### src/rtl/shared_mem_copy_engine_pkg.sv
// shared_mem_copy_engine_pkg: shared types and defaults for the copy/fill engine
//   DEF_ADDR_W / DEF_DATA_W : default memory address / word widths (16x8 memory)
//   state_t                 : FSM encoding S_IDLE, S_RD, S_WR, S_DONE (2 bits)
//   CMD_COPY / CMD_FILL     : values of cmd_fill
package shared_mem_copy_engine_pkg;
    localparam int DEF_ADDR_W = 4;
    localparam int DEF_DATA_W = 8;
    typedef enum logic [1:0] {
        S_IDLE = 2'd0,
        S_RD   = 2'd1,
        S_WR   = 2'd2,
        S_DONE = 2'd3
    } state_t;
    localparam logic CMD_COPY = 1'b0;
    localparam logic CMD_FILL = 1'b1;
endpackage

### src/rtl/shared_mem_copy_engine_if.sv
// shared_mem_copy_engine_if: command handshake plus memory-port bundle of the engine
//   cmd_*     : command offer (valid/ready, fill flag, src, dst, len, pattern)
//   busy/done : job status
//   mem_*     : one port of the shared memory (addr, wdata, we, re, registered rdata)
//   master    : engine side; slave : command source and memory side
interface shared_mem_copy_engine_if import shared_mem_copy_engine_pkg::*; #(
    parameter int ADDR_W = DEF_ADDR_W,
    parameter int DATA_W = DEF_DATA_W
);
    logic              cmd_valid;
    logic              cmd_ready;
    logic              cmd_fill;
    logic [ADDR_W-1:0] cmd_src;
    logic [ADDR_W-1:0] cmd_dst;
    logic [ADDR_W:0]   cmd_len;
    logic [DATA_W-1:0] cmd_pattern;
    logic              busy;
    logic              done;
    logic [ADDR_W-1:0] mem_addr;
    logic [DATA_W-1:0] mem_wdata;
    logic              mem_we;
    logic              mem_re;
    logic [DATA_W-1:0] mem_rdata;

    modport master (
        input  cmd_valid, cmd_fill, cmd_src, cmd_dst, cmd_len, cmd_pattern, mem_rdata,
        output cmd_ready, busy, done, mem_addr, mem_wdata, mem_we, mem_re
    );

    modport slave (
        output cmd_valid, cmd_fill, cmd_src, cmd_dst, cmd_len, cmd_pattern, mem_rdata,
        input  cmd_ready, busy, done, mem_addr, mem_wdata, mem_we, mem_re
    );
endinterface

### src/rtl/shared_mem_copy_engine.sv
// shared_mem_copy_engine: drives one shared-memory port to copy or fill a block of words
//   clk, rst : rising-edge clock, synchronous active-high reset
//   bus      : master view of shared_mem_copy_engine_if (command handshake, status,
//              memory address/wdata/we/re out, registered memory read data in)
module shared_mem_copy_engine import shared_mem_copy_engine_pkg::*; #(
    parameter int ADDR_W = DEF_ADDR_W,
    parameter int DATA_W = DEF_DATA_W
) (
    input logic                     clk,
    input logic                     rst,
    shared_mem_copy_engine_if.master bus
);
    state_t            state;
    logic              fill_r;
    logic [ADDR_W-1:0] src_r;
    logic [ADDR_W-1:0] dst_r;
    logic [ADDR_W:0]   len_r;
    logic [ADDR_W:0]   i_r;
    logic [ADDR_W:0]   i_nx;
    logic [DATA_W-1:0] pat_r;

    assign i_nx = i_r + 1'b1;

    // The only combinational path from mem_rdata: in WR of a copy the word read
    // in the preceding RD is forwarded straight into the write.
    assign bus.mem_wdata = (state == S_WR) ? ((fill_r == CMD_FILL) ? pat_r : bus.mem_rdata) : '0;

    // Address adds are ADDR_W bits wide so src+i and dst+i wrap around the memory.
    always_ff @(posedge clk) begin
        if (rst) begin
            state         <= S_IDLE;
            bus.cmd_ready <= 1'b1;
            bus.busy      <= 1'b0;
            bus.done      <= 1'b0;
            bus.mem_addr  <= '0;
            bus.mem_we    <= 1'b0;
            bus.mem_re    <= 1'b0;
            i_r           <= '0;
        end else begin
            case (state)
                S_IDLE: if (bus.cmd_valid) begin
                    fill_r        <= bus.cmd_fill;
                    src_r         <= bus.cmd_src;
                    dst_r         <= bus.cmd_dst;
                    len_r         <= bus.cmd_len;
                    pat_r         <= bus.cmd_pattern;
                    i_r           <= '0;
                    bus.cmd_ready <= 1'b0;
                    if (bus.cmd_len == '0) begin
                        state    <= S_DONE;
                        bus.done <= 1'b1;
                    end else if (bus.cmd_fill == CMD_COPY) begin
                        state        <= S_RD;
                        bus.busy     <= 1'b1;
                        bus.mem_re   <= 1'b1;
                        bus.mem_addr <= bus.cmd_src;
                    end else begin
                        state        <= S_WR;
                        bus.busy     <= 1'b1;
                        bus.mem_we   <= 1'b1;
                        bus.mem_addr <= bus.cmd_dst;
                    end
                end
                S_RD: begin
                    state        <= S_WR;
                    bus.mem_re   <= 1'b0;
                    bus.mem_we   <= 1'b1;
                    bus.mem_addr <= dst_r + i_r[ADDR_W-1:0];
                end
                S_WR: begin
                    i_r <= i_nx;
                    if (i_nx == len_r) begin
                        state        <= S_DONE;
                        bus.busy     <= 1'b0;
                        bus.done     <= 1'b1;
                        bus.mem_we   <= 1'b0;
                        bus.mem_addr <= '0;
                    end else if (fill_r == CMD_FILL) begin
                        bus.mem_addr <= dst_r + i_nx[ADDR_W-1:0];
                    end else begin
                        state        <= S_RD;
                        bus.mem_we   <= 1'b0;
                        bus.mem_re   <= 1'b1;
                        bus.mem_addr <= src_r + i_nx[ADDR_W-1:0];
                    end
                end
                S_DONE: begin
                    state         <= S_IDLE;
                    bus.done      <= 1'b0;
                    bus.cmd_ready <= 1'b1;
                end
                default: state <= S_IDLE;
            endcase
        end
    end
endmodule

### src/flat_wrapper.sv
// flat-port wrapper written by rule: the top's interface ports become plain ports
module shared_mem_copy_engine_flat import shared_mem_copy_engine_pkg::*;
#(
    parameter int ADDR_W = DEF_ADDR_W,
    parameter int DATA_W = DEF_DATA_W
)
  (clk, rst, bus_cmd_valid, bus_cmd_fill, bus_cmd_src, bus_cmd_dst, bus_cmd_len, bus_cmd_pattern, bus_mem_rdata, bus_cmd_ready, bus_busy, bus_done, bus_mem_addr, bus_mem_wdata, bus_mem_we, bus_mem_re);
  shared_mem_copy_engine_if #(.ADDR_W(ADDR_W), .DATA_W(DATA_W)) bus_i ();
  input logic clk;
  input logic rst;
  input wire logic [$bits(bus_i.cmd_valid)-1:0] bus_cmd_valid;
  input wire logic [$bits(bus_i.cmd_fill)-1:0] bus_cmd_fill;
  input wire logic [$bits(bus_i.cmd_src)-1:0] bus_cmd_src;
  input wire logic [$bits(bus_i.cmd_dst)-1:0] bus_cmd_dst;
  input wire logic [$bits(bus_i.cmd_len)-1:0] bus_cmd_len;
  input wire logic [$bits(bus_i.cmd_pattern)-1:0] bus_cmd_pattern;
  input wire logic [$bits(bus_i.mem_rdata)-1:0] bus_mem_rdata;
  output wire logic [$bits(bus_i.cmd_ready)-1:0] bus_cmd_ready;
  output wire logic [$bits(bus_i.busy)-1:0] bus_busy;
  output wire logic [$bits(bus_i.done)-1:0] bus_done;
  output wire logic [$bits(bus_i.mem_addr)-1:0] bus_mem_addr;
  output wire logic [$bits(bus_i.mem_wdata)-1:0] bus_mem_wdata;
  output wire logic [$bits(bus_i.mem_we)-1:0] bus_mem_we;
  output wire logic [$bits(bus_i.mem_re)-1:0] bus_mem_re;
  assign bus_i.cmd_valid = bus_cmd_valid;
  assign bus_i.cmd_fill = bus_cmd_fill;
  assign bus_i.cmd_src = bus_cmd_src;
  assign bus_i.cmd_dst = bus_cmd_dst;
  assign bus_i.cmd_len = bus_cmd_len;
  assign bus_i.cmd_pattern = bus_cmd_pattern;
  assign bus_i.mem_rdata = bus_mem_rdata;
  assign bus_cmd_ready = bus_i.cmd_ready;
  assign bus_busy = bus_i.busy;
  assign bus_done = bus_i.done;
  assign bus_mem_addr = bus_i.mem_addr;
  assign bus_mem_wdata = bus_i.mem_wdata;
  assign bus_mem_we = bus_i.mem_we;
  assign bus_mem_re = bus_i.mem_re;
  shared_mem_copy_engine #(.ADDR_W(ADDR_W), .DATA_W(DATA_W)) u_core (.clk(clk), .rst(rst), .bus(bus_i));
endmodule
### config.mk
export PLATFORM = sky130hd
export DESIGN_NAME = shared_mem_copy_engine_flat
export DESIGN_NICKNAME = d
export VERILOG_FILES = /design/src/rtl/shared_mem_copy_engine_pkg.sv /design/src/rtl/shared_mem_copy_engine_if.sv /design/src/rtl/shared_mem_copy_engine.sv /design/src/flat_wrapper.sv
export SDC_FILE = /design/constraint.sdc
export NUM_CORES = 1
export LEC_CHECK = 0
export ABC_AREA = 1
export BUFFER_PORTS_ARGS = -buffer_cell sky130_fd_sc_hd__buf_2
export CAP_MARGIN = 40
export CORE_ASPECT_RATIO = 1.2
export CORE_MARGIN = 3
export CORE_UTILIZATION = 41
export CTS_BUF_LIST = sky130_fd_sc_hd__clkbuf_4
export DETAILED_ROUTE_END_ITERATION = 10
export PLACE_DENSITY_LB_ADDON = 0.1
export SLEW_MARGIN = 25
export SYNTH_ARGS = -nofsm -noshare
export SYNTH_HDL_FRONTEND = slang
export SYNTH_SLANG_ARGS = --single-unit
### constraint.sdc
create_clock -name clk -period 2.7 [get_ports clk]
set_input_delay 0.27 -clock clk [delete_from_list [all_inputs] [get_ports clk]]
set_output_delay 0.27 -clock clk [all_outputs]
set_load 0.02 [all_outputs]
==> results_dict.tcl <==
set metrics [dict create \
    path_class "register to register" \
    fin_skew_ps 20.7 \
    hp-start "bus_cmd_pattern[6]" \
    grt_overflow 0 \
    hold_viol 0 \
    routedWlPerCell_um 13.0 \
    ys_async_sr_fraction_pct 0 \
    rr_worst_depth 14 \
    avgSynthCellArea_um2 7.85 \
    drt-total-wl_um 5030 \
    synth_cells 273 \
    synth.most_common_cell "nand2_1" \
    grt_pass1_wl_um 8420 \
    reg2reg_setup_slack_ps 570 \
    critPathTopFamily "simple AND/OR/NAND/NOR gates" \
    root_buffer "clkbuf_4" \
    globalplace.congestion 0.880 \
    ys_top_cells_by_area "edfxtp_1 31%, dfxtp_1 15%, nand2_1 12%" \
    required_ps 3010 \
    antenna_cells 0 \
    ctsResizeCount 0 \
    synth_edf_count 22 \
    hold_buffers 0 \
    grt_usage_pct 17.8 \
    n_fill_cell 513 \
    numCtsBuffers 5 \
    place_hpwl_um 3880 \
    synth_top_cell_area_share_pct 30.8 \
    via_per_inst 4.94 \
    syn_area_um2 2140 \
    cp_max_fo 7 \
    crit_top_cell "nand2_1" \
    cp.arrival_ps 2440 \
    highest-signal-layer "met4" \
    timing.critical_path.buf_inv 2 \
    synth_common_cells "69 x nand2_1, 36 x nor2_1, 27 x nand3_1" \
    leakage_nw 1.19 \
    vdd_drop_max_v 0.000441 \
    wl_met2_um 2430 \
    drcViolationCount 0 \
    antenna_found_initial 0 \
    powerDensity_nw_per_um2 875 \
    cts_sinks 38 \
    ys_ff_latch 38 \
    run_status "finished clean" \
    cts.clk_slew.worst_paths_ps 130 \
    yosysTopAreaCell "edfxtp_1" \
    cts_htree_levels 2 \
    final-max-slew-violation-count 0 \
    slowest_stage "dfxtp_1" \
    hp-class "input pin to register" \
    min_path_cells 1 \
    die_w_um 72 \
    fin_tns_setup_ps 0 \
    wl_met1_um 2250 \
    synthesis.nets 319 \
    worstSetupStartpointType "register" \
    final_util_pct 50.2 \
    wl_met3_um 231 \
    ys_seq_area_share_pct 45.8 \
    clk_latency_ps 360 \
    ys.warnings.count 0 \
    synth_cell_type_count 24 \
    grt_max_degree 20 \
    worstMarginPinSlew_ps 595 \
    setup_viol 0 \
    drive_gt1_share_pct 22.3 \
    path_cells "ha_1, nand2_1, nand2_1, inv_1, ha_1, nand3_1, nand3_1, inv_1, nand3_1, nand2_1, nand3_1, nand2_1, nand2_1, a21oi_1" \
    start_util_pct 42.8 \
    cap_violations 0 \
    synth-main-ff-cell "edfxtp_1" \
    first_pass_iters 4 \
    row_count 28 \
    critPathMaxStageDelay_ps 510 \
    fmax_mhz 468 \
    ant_nets 0 \
    rsz0062_at_grt "no" \
    slew_headroom_pct 60.3 \
    grt_pass1_vias 1816 \
    post_cts_buffers 0 \
    period_needed_ps 2130 \
    coreArea_um2 5010 \
    cts_tree "done" \
    portBuffers 49 \
    area_growth_pct 17.5 \
    die-area_um2 6130 \
    end_kind "register" \
    r2r_start "u_core.i_r[1]" \
    r2r_end "u_core.bus.mem_addr[3]" \
    io-pin-count 50 \
    cts.path.max_buffers 2 \
    hold_end "u_core.pat_r[6]" \
    finalCritPeriodShare_pct 79.1 \
    die_h_um 85.2 \
    vias 1912 \
    drt_iter0_drc 115 \
    nets 372 \
]
==> final cells by class <==
cell class / count / area, um2 / area share (%)
tap: 60 / 75.1 / 2.98
multi-input combinational: 202 / 1040 / 41.3
clock buffer: 6 / 45.0 / 1.79
timing repair buffer: 52 / 268 / 10.6
clock inverter: 2 / 8.76 / 0.348
sequential: 38 / 981 / 39.0
inverter: 27 / 101 / 4.03
==> stage by stage <==
step,hold slack [ps],setup slack [ps],power [mW],cell area [um2],std cells
after floorplan,369,623,1.59,2140,273
after global placement,447,678,1.92,2460,379
after detailed placement,450,590,1.92,2460,379
after CTS,69.3,568,2.23,2520,387
after global routing,70.8,355,2.40,2520,387
final,73.3,565,2.20,2520,387
==> power by group <==
part,switching [mW],internal [mW]
combinational,0.700,0.380
sequential,0.0725,0.749
clock,0.192,0.108
total,0.965,1.24
==> kinds of logic after synthesis <==
logic type / after synthesis / synth area share [%]
adder cells (fa/ha/maj): 13 / 8.29
buffers and inverters: 33 / 5.90
XOR/XNOR: 3 / 1.23
AO/OA/AOI/OAI: 41 / 9.69
flip-flops: 38 / 45.8
AND/OR/NAND/NOR: 145 / 29.1
==> placed cells by master, fill, tap and decap left out, drive strengths merged <==
cell type   n
a211oi      1
a21oi      23
buf        52
clkbuf      6
clkinv      2
dfxtp      16
edfxtp     22
fa          2
ha         11
inv        27
nand2      74
nand3      27
nand3b      1
nand4       3
nor2       37
nor3        3
o21ai      17
xnor2       2
xor2        1
==> worst max path at each step <==
stage / startpoint / endpoint / slack [ps] / cells past startpoint
6_report: u_core.i_r[1] / u_core.bus.mem_addr[3] / 570 / 14
5_1_grt: u_core.i_r[1] / u_core.bus.mem_addr[3] / 360 / 14
4_1_cts: u_core.i_r[1] / u_core.bus.mem_addr[3] / 570 / 14
3_5_place_dp: u_core.i_r[1] / u_core.bus.mem_addr[3] / 590 / 14
3_3_place_gp: u_core.i_r[1] / u_core.bus.mem_addr[3] / 680 / 14
2_1_floorplan: u_core.state[0] / u_core.dst_r[0] / 620 / 4
==> metal layers <==
| layer | global-route usage [%] | vias up |
|---|---|---|
| met4 | 7.69 | 0 |
| met1 | 22.2 | 843 |
| li1 | - | 1007 |
| met2 | 29.3 | 50 |
| met3 | 3.79 | 12 |
| met5 | 0 | - |
==> registers in the layout, indices dropped and copies added (netlist names) <==
| signal | flops |
|---|---|
| u_core.state | 2 |
| u_core.dst_r | 4 |
| u_core.bus.cmd_ready | 1 |
| u_core.bus.mem_we | 1 |
| u_core.bus.mem_re | 1 |
| u_core.i_r | 5 |
| u_core.bus.done | 1 |
| u_core.pat_r | 8 |
| u_core.len_r | 5 |
| u_core.bus.mem_addr | 4 |
| u_core.bus.busy | 1 |
| u_core.src_r | 4 |
| u_core.fill_r | 1 |
==> worst reg2reg max path: stages (launching register included) <==
cell and delay [ps]:
dfxtp_1 510, ha_1 280, nand2_1 90, nand2_1 110, inv_1 60, ha_1 330, nand3_1 100, nand3_1 100
inv_1 70, nand3_1 70, nand2_1 60, nand3_1 70, nand2_1 80, nand2_1 50, a21oi_1 110
Note: power is estimated with default switching activity, not from simulation.
